[config.mk]
export PLATFORM = sky130hd
export DESIGN_NAME = stream_stb_bridge
export DESIGN_NICKNAME = d
export VERILOG_FILES = /design/src/rtl/stream_stb_pkg.sv /design/src/rtl/stream_fifo.sv /design/src/rtl/stream_stb_bridge.sv
export SDC_FILE = /design/constraint.sdc
export NUM_CORES = 1
export LEC_CHECK = 0
export BUFFER_PORTS_ARGS = -buffer_cell sky130_fd_sc_hd__buf_4
export CAP_MARGIN = 20
export CORE_AREA = 2 2 213 173
export CTS_BUF_LIST = sky130_fd_sc_hd__clkbuf_2 sky130_fd_sc_hd__clkbuf_4 sky130_fd_sc_hd__clkbuf_8
export CTS_CLUSTER_SIZE = 28
export DETAILED_ROUTE_END_ITERATION = 6
export DIE_AREA = 0 0 215 175
export GPL_TIMING_DRIVEN = 0
export PLACE_DENSITY = 0.48
export SKIP_LAST_GASP = 1
export SYNTH_ARGS = -nofsm -noshare
export SYNTH_HDL_FRONTEND = slang
export SYNTH_SLANG_ARGS = --single-unit
[constraint.sdc]
create_clock -name clk -period 2.6 [get_ports clk]
set_input_delay 0.26 -clock clk [delete_from_list [all_inputs] [get_ports clk]]
set_output_delay 0.26 -clock clk [all_outputs]
set_load 0.005 [all_outputs]
[src/rtl/stream_stb_pkg.sv]
// Shared types and helpers for the valid/ready to stb/ack bridge.
//   state_e     : output FSM states (idle, presenting a word, one-cycle gap)
//   level_width : bit width needed to hold an occupancy of 0..depth
package stream_stb_pkg;

   typedef enum logic [1:0] {
      StIdle,
      StPresent,
      StGap
   } state_e;

   function automatic int unsigned level_width(input int unsigned depth);
      return $clog2(depth) + 1;
   endfunction

endpackage

[src/rtl/stream_fifo.sv]
// Synchronous FIFO holding {last, data} words for the bridge.
//   clk, rst  : clock, asynchronous active-low reset (empties the FIFO)
//   push/wdata: write wdata at tail (caller guarantees not full)
//   pop       : drop head (caller guarantees not empty)
//   rdata     : current head word
//   level     : registered occupancy 0..DEPTH
//   empty     : level == 0
module stream_fifo
   import stream_stb_pkg::*;
#(
   parameter int unsigned WIDTH = 33,
   parameter int unsigned DEPTH = 4,
   localparam int unsigned PtrW = $clog2(DEPTH),
   localparam int unsigned LvlW = level_width(DEPTH)
) (
   input  logic            clk,
   input  logic            rst,
   input  logic            push,
   input  logic [WIDTH-1:0] wdata,
   input  logic            pop,
   output logic [WIDTH-1:0] rdata,
   output logic [LvlW-1:0] level,
   output logic            empty
);

   logic [WIDTH-1:0] mem_q [DEPTH];
   logic [WIDTH-1:0] mem_d [DEPTH];
   logic [PtrW-1:0]  wr_ptr_q, wr_ptr_d;
   logic [PtrW-1:0]  rd_ptr_q, rd_ptr_d;
   logic [LvlW-1:0]  level_q, level_d;

   always_comb begin
      mem_d    = mem_q;
      wr_ptr_d = wr_ptr_q;
      rd_ptr_d = rd_ptr_q;
      level_d  = level_q;
      if (push) begin
         mem_d[wr_ptr_q] = wdata;
         // DEPTH is a power of two, so pointers wrap by natural overflow
         wr_ptr_d        = wr_ptr_q + PtrW'(1);
      end
      if (pop) begin
         rd_ptr_d = rd_ptr_q + PtrW'(1);
      end
      unique case ({push, pop})
         2'b10:   level_d = level_q + LvlW'(1);
         2'b01:   level_d = level_q - LvlW'(1);
         default: level_d = level_q;
      endcase
   end

   always_ff @(posedge clk or negedge rst) begin
      if (!rst) begin
         mem_q    <= '{default: '0};
         wr_ptr_q <= '0;
         rd_ptr_q <= '0;
         level_q  <= '0;
      end else begin
         mem_q    <= mem_d;
         wr_ptr_q <= wr_ptr_d;
         rd_ptr_q <= rd_ptr_d;
         level_q  <= level_d;
      end
   end

   assign rdata = mem_q[rd_ptr_q];
   assign level = level_q;
   assign empty = (level_q == '0);

endmodule

[src/rtl/stream_stb_bridge.sv]
// Bridge from a valid/ready word stream to a chip stb/ack input port.
// Words are buffered in a small FIFO; each is presented with out_stb held and
// data stable until out_ack, followed by one cycle with out_stb low.
//   clk, rst          : clock, asynchronous active-low reset
//   in_data/last/valid: upstream word, accepted when in_valid && in_ready
//   in_ready          : FIFO not full (from registered level only)
//   out_data/last/stb : word presented to the chip
//   out_ack           : chip acknowledge, honoured only while presenting
//   level             : FIFO occupancy
//   words_sent        : completed stb/ack transfers, wraps at 2^32
module stream_stb_bridge
   import stream_stb_pkg::*;
#(
   parameter int unsigned DATA_WIDTH_BYTES = 4,
   parameter int unsigned DEPTH            = 4,
   localparam int unsigned W    = 8 * DATA_WIDTH_BYTES,
   localparam int unsigned LvlW = level_width(DEPTH)
) (
   input  logic            clk,
   input  logic            rst,
   input  logic [W-1:0]    in_data,
   input  logic            in_valid,
   input  logic            in_last,
   output logic            in_ready,
   output logic [W-1:0]    out_data,
   output logic            out_last,
   output logic            out_stb,
   input  logic            out_ack,
   output logic [LvlW-1:0] level,
   output logic [31:0]     words_sent
);

   state_e        state_q, state_d;
   logic          out_stb_q, out_stb_d;
   logic [W-1:0]  out_data_q, out_data_d;
   logic          out_last_q, out_last_d;
   logic [31:0]   words_sent_q, words_sent_d;
   logic          push, pop, fifo_empty;
   logic [W:0]    head;

   // A slot freed by a pop only becomes visible through level next cycle.
   assign in_ready = rst && (level != LvlW'(DEPTH));
   assign push     = in_valid && in_ready;

   stream_fifo #(
      .WIDTH (W + 1),
      .DEPTH (DEPTH)
   ) u_fifo (
      .clk   (clk),
      .rst   (rst),
      .push  (push),
      .wdata ({in_last, in_data}),
      .pop   (pop),
      .rdata (head),
      .level (level),
      .empty (fifo_empty)
   );

   always_comb begin
      state_d      = state_q;
      out_stb_d    = out_stb_q;
      out_data_d   = out_data_q;
      out_last_d   = out_last_q;
      words_sent_d = words_sent_q;
      pop          = 1'b0;
      unique case (state_q)
         StIdle: begin
            if (!fifo_empty) begin
               state_d                  = StPresent;
               out_stb_d                = 1'b1;
               {out_last_d, out_data_d} = head;
            end
         end
         StPresent: begin
            if (out_ack) begin
               pop          = 1'b1;
               words_sent_d = words_sent_q + 32'd1;
               state_d      = StGap;
               out_stb_d    = 1'b0;
            end
         end
         StGap: begin
            // Ack is ignored here: the chip's registered ack may still be high.
            if (!fifo_empty) begin
               state_d                  = StPresent;
               out_stb_d                = 1'b1;
               {out_last_d, out_data_d} = head;
            end else begin
               state_d = StIdle;
            end
         end
         default: state_d = StIdle;
      endcase
   end

   always_ff @(posedge clk or negedge rst) begin
      if (!rst) begin
         state_q      <= StIdle;
         out_stb_q    <= 1'b0;
         out_data_q   <= '0;
         out_last_q   <= 1'b0;
         words_sent_q <= '0;
      end else begin
         state_q      <= state_d;
         out_stb_q    <= out_stb_d;
         out_data_q   <= out_data_d;
         out_last_q   <= out_last_d;
         words_sent_q <= words_sent_d;
      end
   end

   assign out_stb    = out_stb_q;
   assign out_data   = out_data_q;
   assign out_last   = out_last_q;
   assign words_sent = words_sent_q;

endmodule

==> results of run 1 <==
-- power by group through the flow --
stage          registers [mW]  clock network [mW]  logic [mW]
4_1_cts                  5.40                3.37        4.53
6_report                 5.39                3.21        4.39
2_1_floorplan            5.23                   0        3.10
5_1_grt                  5.58                3.52        4.83
3_5_place_dp             5.44                   0        4.47
3_3_place_gp             5.42                   0        4.39
-- worst max-delay path: stages (launching register included) --
cell and delay (ps):
dfrtp_1 440, nor3_1 110, nor2_1 560, clkbuf_1 660, mux2_2 410
-- timing repair --
item	CTS	global route
hold endpoints to repair	236	103
gates resized for setup	1	0
endpoints found under the setup margin	120	0
-- stage by stage --
step                      power (mW)  TNS, ps  setup slack (ps)
after floorplan                 8.33        0               660
after global placement          9.81  -370860             -2140
after detailed placement        9.91   -69870              -608
after CTS                       13.3        0               179
after global routing            13.9        0              82.1
final                           13.0        0               289
-- cell type report --
| type | count | area share (%) |
|---|---|---|
| Clock buffer | 62 | 6.64 |
| Inverter | 10 | 0.331 |
| Tap cell | 480 | 5.30 |
| Buffer | 25 | 0.883 |
| Clock inverter | 6 | 0.320 |
| Multi-Input combinational cell | 323 | 30.5 |
| Timing Repair Buffer | 141 | 10.3 |
| Sequential cell | 207 | 45.7 |
-- placed cells by master, fill, tap and decap left out, drive strengths merged, types with 3 or more instances in the layout --
master         n
dlygate4sd3   34
buf          116
and4           3
nand4         13
xor2          16
clkbuf        78
mux2         165
dfrtp        207
nor4           7
nor2           8
clkinv         4
and3           4
mux4          33
inv           11
xnor2         21
ha             6
nor3           4
nand2         19
nand3         10
-- worst paths after layout --
kind                                                  end                   startpoint  cells past startpoint  slack [ps]
max                              out_data[23]$_DFFE_PN0P_  u_fifo.level[2]$_DFFE_PN0P_                      4         290
max in group asynchronous    u_fifo.mem_q[62]$_DFFE_PN0P_                          rst                      2        1800
min in group clk           u_fifo.wr_ptr_q[0]$_DFFE_PN0P_                     in_valid                      4         170
max reg2reg                      out_data[23]$_DFFE_PN0P_  u_fifo.level[2]$_DFFE_PN0P_                      4         290
min                            words_sent[24]$_DFFE_PN0P_                          rst                      1        -270
min reg2reg                    words_sent[31]$_DFFE_PN0P_   words_sent[31]$_DFFE_PN0P_                      1         480
-- kinds of logic after synthesis --
| logic type | share of synthesized area [%] |
|---|---|
| AOI/OAI and AO/OA | 0.414 |
| xor gates and xnor gates | 3.69 |
| adders and majority gates | 1.08 |
| buffers and inverters | 1.57 |
| DFF | 59.0 |
| muxes | 29.6 |
| and+or+nand+nor | 4.55 |
-- per-layer routing --
| metal | global-route usage [%] | routed length, um | vias to the layer above |
|---|---|---|---|
| li1 | - | - | 2433 |
| met4 | 3.62 | 427 | 0 |
| met3 | 3.31 | 1110 | 37 |
| met5 | 0 | 0 | - |
| met2 | 17.1 | 9320 | 108 |
| met1 | 15.7 | 10000 | 2700 |
-- sequential cells by signal (all words and copies together) (netlist names), 2 cells and up --
register / count
u_fifo.rd_ptr_q: 2
u_fifo.level: 3
u_fifo.mem_q: 132
out_data: 32
words_sent: 32
u_fifo.wr_ptr_q: 2
state_q: 2
==> results by stage, run 1 <==
CTS:
- For this design, the CTS-stage hold fixing added 34 buffers.
- CTS built an H-tree with a depth of 2.
- The clock reaches the later pin of the worst-skew pair after 550 ps.
- The cell at the root of the clock tree is clkbuf_8.
- Counting every sink on the clock net gives ~210.
- After clock tree synthesis, the clock-pin slew on the worst setup and hold paths is about 60 ps.
- TritonCTS created 39 clock buffers.
- The maximum number of buffers from clock root to sink is 3.
- TritonCTS built the clock tree.
- The buffers inserted during post-CTS setup optimization is 0.

Power:
- The worst-case IR drop observed on VDD is approximately 0.00039 V.
- The fraction of power consumed by combinational cells is between 30% and 40%.
- Internal power comes to around 9.2 mW.
- Summed over all cells, the static leakage comes to slightly above 5 nW.
- The sequential share of power is ~42%.
- Per report_power, the clock group accounts for approximately a quarter of the total.
- Power spread over the standard cell area amounts to 1150 nW/um^2.
- For this design the total switching power over the nets is around 3.8 mW.
- Net switching is between 20% and 30% of the power.

Run status:
- The final reports fail on negative hold slack.
- The run finished, with violations left.

Logic synthesis:
- The largest total area in the synthesized netlist belongs to dfrtp_1.
- The share of the synthesized area in the top cell type is 59.0%.
- Sequential elements use 59.0% of the synthesized area.
- The number of nets in the synthesized netlist is ~610.
- The mapped netlist covers around 8800 sq um.
- The cell count after synthesis came out at around 570.
- By count the netlist is led by dfrtp_1 (207), mux2_2 (165), mux4_2 (33), xnor2_1 (21), nand2_1 (19).
- The number of warning messages in the yosys log is 0.
- Yosys instantiated no cell more often than dfrtp_1.
- In this run, synthesis inferred 0 flip-flops with an integrated enable.
- Ranked by total cell area, the synthesized netlist is headed by dfrtp_1 (59%), mux2_2 (21%), mux4_2 (8.5%).
- The mean cell area of the mapped netlist is roughly 16 sq um.
- The flip-flop and latch count after synthesis is about 210.
- The fraction of registers with async set or reset after synthesis is 100%.
- The number of distinct library cells after synthesis is 29.
- For this run, the leading register cell type out of synthesis is dfrtp_1.

STA:
- Counting I/O delays and the setup requirement, the final critical path takes between 2000 and 2500 ps.
- The number of hold violations in the final report came to between 100 and 150.
- In this run the tightest slew margin relative to its limit is between 40% and 50%.
- Setup repair after global routing left no endpoint under its margin.
- The transition time at the pin with the least slew margin is 885 ps.
- The worst clock skew is between 20 and 25 ps.
- Across all hold checks on the routed design, the worst slack comes to -273 ps.
- Dividing the final minimum period by the clock period gives between 80 and 90%.
- For this run, the top clock speed supported by timing is 0.433 GHz.
- Setup violations remaining at the end of the flow were counted as 0.
- The number of max-slew violations in the final report is 0.

Layout:
- The register cell area after layout is 5180 sq um.
- The final standard cell count with taps included and fillers excluded is 1254.
- At the end of the flow, the number of nets in the layout was approximately 790.
- With fillers left out, the area of the finished cells amounts to about 11000 sq um.
- The total area of multi-input combinational cells is 3460 sq um.
- The share of final-layout standard cells stronger than drive strength 1 is 49.0%.
- The layout filler cell count is roughly 3.6k.
- The synthesis-to-finish area growth is 29.2%.
- 0 antenna diodes ended up in the layout.
- The utilization after layout is around a third.

Floorplanning:
- The initial utilization of the core area, before any placement, comes to around a quarter.
- The core area is between 30000 and 40000 sq um.
- The overall die width is approximately 220 um.
- The die covers approximately 38000 sq um.
- The die height is ~180 um.
- The number of placement rows is 62.
- For this design the top-level I/O count stands at about 110.

Global routing:
- After global routing the overflow that remains totals 0.
- The number of antenna violations at the first check in global routing came to 0.
- The number of global-route vias before repair came to ~5.6k.
- The first-pass GRT wire length is ~33000 um.
- The maximum number of pins on one net before global-route repair is around 110.
- Global routing used a little under an eighth of the available tracks.

Placement:
- The HPWL after detailed placement is 13200 um.
- The cell area reported after detailed placement is roughly 10000 sq um.
- The weighted congestion reported at the end of routability-driven placement is approximately 0.70.
- The number of instances in the placed design is 1152.
- The total of buffers placed on input and output ports is between 100 and 150.

Worst setup path:
- The sort of element at the end of the critical path is a flop.
- In this run the worst path has a maximum fanout of 10.
- The type of the setup path with the least slack is flop to flop.
- STA classifies the critical path startpoint as a flop.
- For the worst setup path, the data required time is 3020 ps.
- For the worst setup path, the data arrival time is between 2000 and 3000 ps.

Detailed routing:
- The initial DRC count is between 200 and 300.
- The number of nets with antenna violations after routing is 0.
- The post-detailed-routing wire length is between 20000 and 25000 um.
- In the final routed layout, each cell accounts on average for approximately 17 um.
- The first detailed-routing pass ran for 4 iterations.
- After detailed routing, the number of remaining DRC violations is 0.
- The final route contains ~5.3k vias.
- Using the TritonRoute via totals, the vias-per-cell ratio works out to about 4.2.

Flow run:
- The count of maximum capacitance violations is 0.

Worst hold path:
- The worst min-delay path class is primary input to async pin.
Note: power is estimated with default switching activity, not from simulation.
==> inputs of run 2 (changes only) <==
REMOVE_ABC_BUFFERS = 1   (was default)
==> results by stage, run 2 (synthesis results as in run 1) <==
STA:
- The number of endpoints failing setup at the final stage is 0 (unchanged).
- The number of max-slew violations in the final report is 0 (unchanged).
- The final worst setup slack is 269 ps (was 289 ps).
- The transition time at the pin with the least slew margin is 811 ps (was 885 ps).
- The worst clock skew was 15.2 ps (was 20.8 ps).
- The number of hold violations in the final report is 100 (was 103).
- The time the worst path needs with I/O delays and setup is 2330 ps (was 2310 ps).
- The sum of negative setup slack came to 0 ps (unchanged).
- Unrepaired setup endpoints after global routing: false (unchanged).
- The final critical-path share of the clock period is 89.7% (was 88.9%).
- The worst hold slack after final layout came to -332 ps (was -273 ps).
- The worst max-slew margin expressed relative to the limit was 45.9% (was 41.0%).
- The highest achievable clock rate is 0.429 GHz (was 0.433 GHz).

Layout:
- The number of flip-flops in the largest register is 132 (unchanged).
- The utilization after layout is 32.2% (was 31.9%).
- The diode insertion count for antenna repair is 0 (unchanged).
- The layout filler cell count is 3594 (was 3604).
- The synthesis-to-finish area growth is 30.5% (was 29.2%).
- The total number of nets in the final design came to 772 (was 791).
- Leading cell types in the layout, fill and taps excluded: dfrtp_1 (205), mux2_2 (165), buf_4 (106), clkbuf_8 (52), dlygate4sd3_1 (34) (was dfrtp_1 (207), mux2_2 (165), buf_4 (105), clkbuf_8 (46), dlygate4sd3_1 (34)).
- The most common cell after layout, fill and taps aside is dfrtp_1 (unchanged).
- The register containing the most flip-flops in the final layout is u_fifo.mem_q (unchanged).
- The share of final-layout standard cells stronger than drive strength 1 is 51.2% (was 49.0%).

Run status:
- Failing checks: negative hold slack (unchanged).
- Outcome: complete, but fails checks (unchanged).

Detailed routing:
- The post-detailed-routing wire length is 19800 um (was 20900 um).
- The average routed wire per standard cell is 16.1 um (was 16.6 um).
- The overall via count from detail_route was 5243 (was 5278).
- The number of remaining DRC errors is 0 (unchanged).
- The initial DRC count is 173 (was 287).
- The average via count per standard cell is 4.26 (was 4.21).
- The number of detailed-route iterations in the first pass is 4 (unchanged).
- The number of nets with antenna violations after routing was 0 (unchanged).

Floorplanning:
- The die height was 175 um (unchanged).
- The core area is 35500 sq um (unchanged).
- The overall die width is 215 um (unchanged).
- The number of placement rows is 62 (unchanged).
- The I/O pin count is 107 (unchanged).
- The starting density of the core is 24.7% (unchanged).
- The floorplan die area is 37600 sq um (unchanged).

CTS:
- The buffers inserted during post-CTS setup optimization was 0 (unchanged).
- The insertion delay to the later sink of the worst-skew pair is 530 ps (was 550 ps).
- The maximum level of the CTS H-tree is 2 (unchanged).
- The maximum number of buffers from clock root to sink is 3 (unchanged).
- The cell at the root of the clock tree is clkbuf_8 (unchanged).
- The number of hold buffers added after cts is 34 (unchanged).
- The number of clock buffers inserted by TritonCTS is 37 (was 39).
- The clock tree from TritonCTS is built (unchanged).
- The clock slew at the register clock pins of the worst setup and hold paths is 60 ps (about the same).
- The clock sink count is 207 (unchanged).

Power:
- The total power after layout is 13.1 mW (was 13.0 mW).
- The static power due to leakage is 5.09 nW (was 5.05 nW).
- The largest voltage drop on the vdd net was 0.000484 V (was 0.000388 V).
- The total power per unit cell area is 1150 nW/um^2 (about the same).

Worst setup path:
- Worst-path cell chain: ha_1 -> nand4b_1 -> or4_1 -> nor4_1 -> xor2_1 (was nor3_1 -> nor2_1 -> clkbuf_1 -> mux2_2).
- The signal arrival time at the worst endpoint came to 2780 ps (was 2730 ps).
- The cell class contributing the biggest share of worst-path delay is simple AND/OR/NAND/NOR gates (unchanged).
- The data required time of the critical path is 3050 ps (was 3020 ps).
- The sort of element at the end of the critical path is a flop (unchanged).
- The worst-path maximum fanout is 10 (unchanged).
- The slowest library cell on the worst path was or4_1 (was clkbuf_1).
- The kind of start point of the critical path is a flop (unchanged).
- The buffering stage count on the worst path with inverters included is 0 (was 1).
- The worst setup slack for register-to-register paths is 270 ps (was 290 ps).
- The type of the setup path with the least slack was flop to flop (unchanged).
- The maximum cell stage delay along the critical path is 830 ps (was 660 ps).

Global routing:
- The number of antenna violations at the first check in global routing is 0 (unchanged).
- The first-pass GRT wire length is 31600 um (was 33100 um).
- The number of global-route vias before repair was 5470 (was 5607).
- The overall fraction of global-route tracks in use came to 10.6% (was 11.3%).
- The maximum number of pins on one net before global-route repair is 110 (was 107).
- The overall overflow remaining after global route came to 0 (unchanged).

Placement:
- The weighted congestion reported at the end of routability-driven placement is 0.692 (was 0.700).
- The total of buffers placed on input and output ports is 106 (unchanged).
- The setup slack after placement was -872 ps (was -608 ps).
- The total half-perimeter wirelength after legalization and detailed placement is 12300 um (was 13200 um).

Flow run:
- The count of maximum capacitance violations is 0 (unchanged).

Worst hold path:
- The worst min-delay path class is primary input to async pin (unchanged).
-- run 2: cell count changes in the layout (fill, tap and decap cells not counted), moves of 2 or more --
cell / change
dfrtp_1: -2
buf_2: -5
nand2_2: +4
nand2_1: -4
buf_1: -4
clkinv_2: -3
clkbuf_4: -8
clkbuf_8: +6
buf_12: +7
clkbuf_1: -16
-- run 2: stage by stage --
stage	area (sq um)	std cells
floorplan	8670	540
global placement	10100	1126
detailed placement	10300	1134
CTS	11400	1231
global route	11500	1232
finish	11500	1232
-- run 2: final timing paths --
path | start | end | depth (start not counted)
setup / recovery | words_sent[0]$_DFFE_PN0P_ | words_sent[28]$_DFFE_PN0P_ | 5
hold / removal | rst | words_sent[0]$_DFFE_PN0P_ | 1
setup reg to reg | words_sent[0]$_DFFE_PN0P_ | words_sent[28]$_DFFE_PN0P_ | 5
hold reg to reg | words_sent[31]$_DFFE_PN0P_ | words_sent[31]$_DFFE_PN0P_ | 1
max in group asynchronous | rst | words_sent[1]$_DFFE_PN0P_ | 2
min in group clk | in_valid | u_fifo.wr_ptr_q[0]$_DFFE_PN0P_ | 4
-- run 2: cell type report --
| type | count | area (sq um) | area share [%] |
|---|---|---|---|
| flip-flops and latches | 207 | 5180 | 45.3 |
| clock inverters | 3 | 42.5 | 0.371 |
| repair buffers | 149 | 1330 | 11.6 |
| clock buffers | 60 | 776 | 6.77 |
| well taps | 480 | 601 | 5.24 |
| multi-input cells | 323 | 3480 | 30.4 |
| inverters | 10 | 37.5 | 0.328 |
-- run 2: timing repair --
action                                  in CTS  in global routing
hold endpoints to repair                   233                100
resized for setup                            1                  1
endpoints found under the setup margin     134                109
cloned                                       0                  1
-- run 2: metal layers --
layer | GRT usage, % | share of wire (%) | routed length (um) | vias up
met5 | 0 | 0 | 0 | -
met3 | 2.44 | 3.9 | 775 | 47
li1 | - | - | - | 2395
met1 | 15.4 | 50 | 9910 | 2712
met4 | 4.14 | 2.7 | 527 | 0
met2 | 15.3 | 43 | 8580 | 89
-- run 2: where the power goes --
part,internal (mW),switching (mW)
clock network,1.98,1.38
registers,4.65,0.948
logic,2.80,1.36
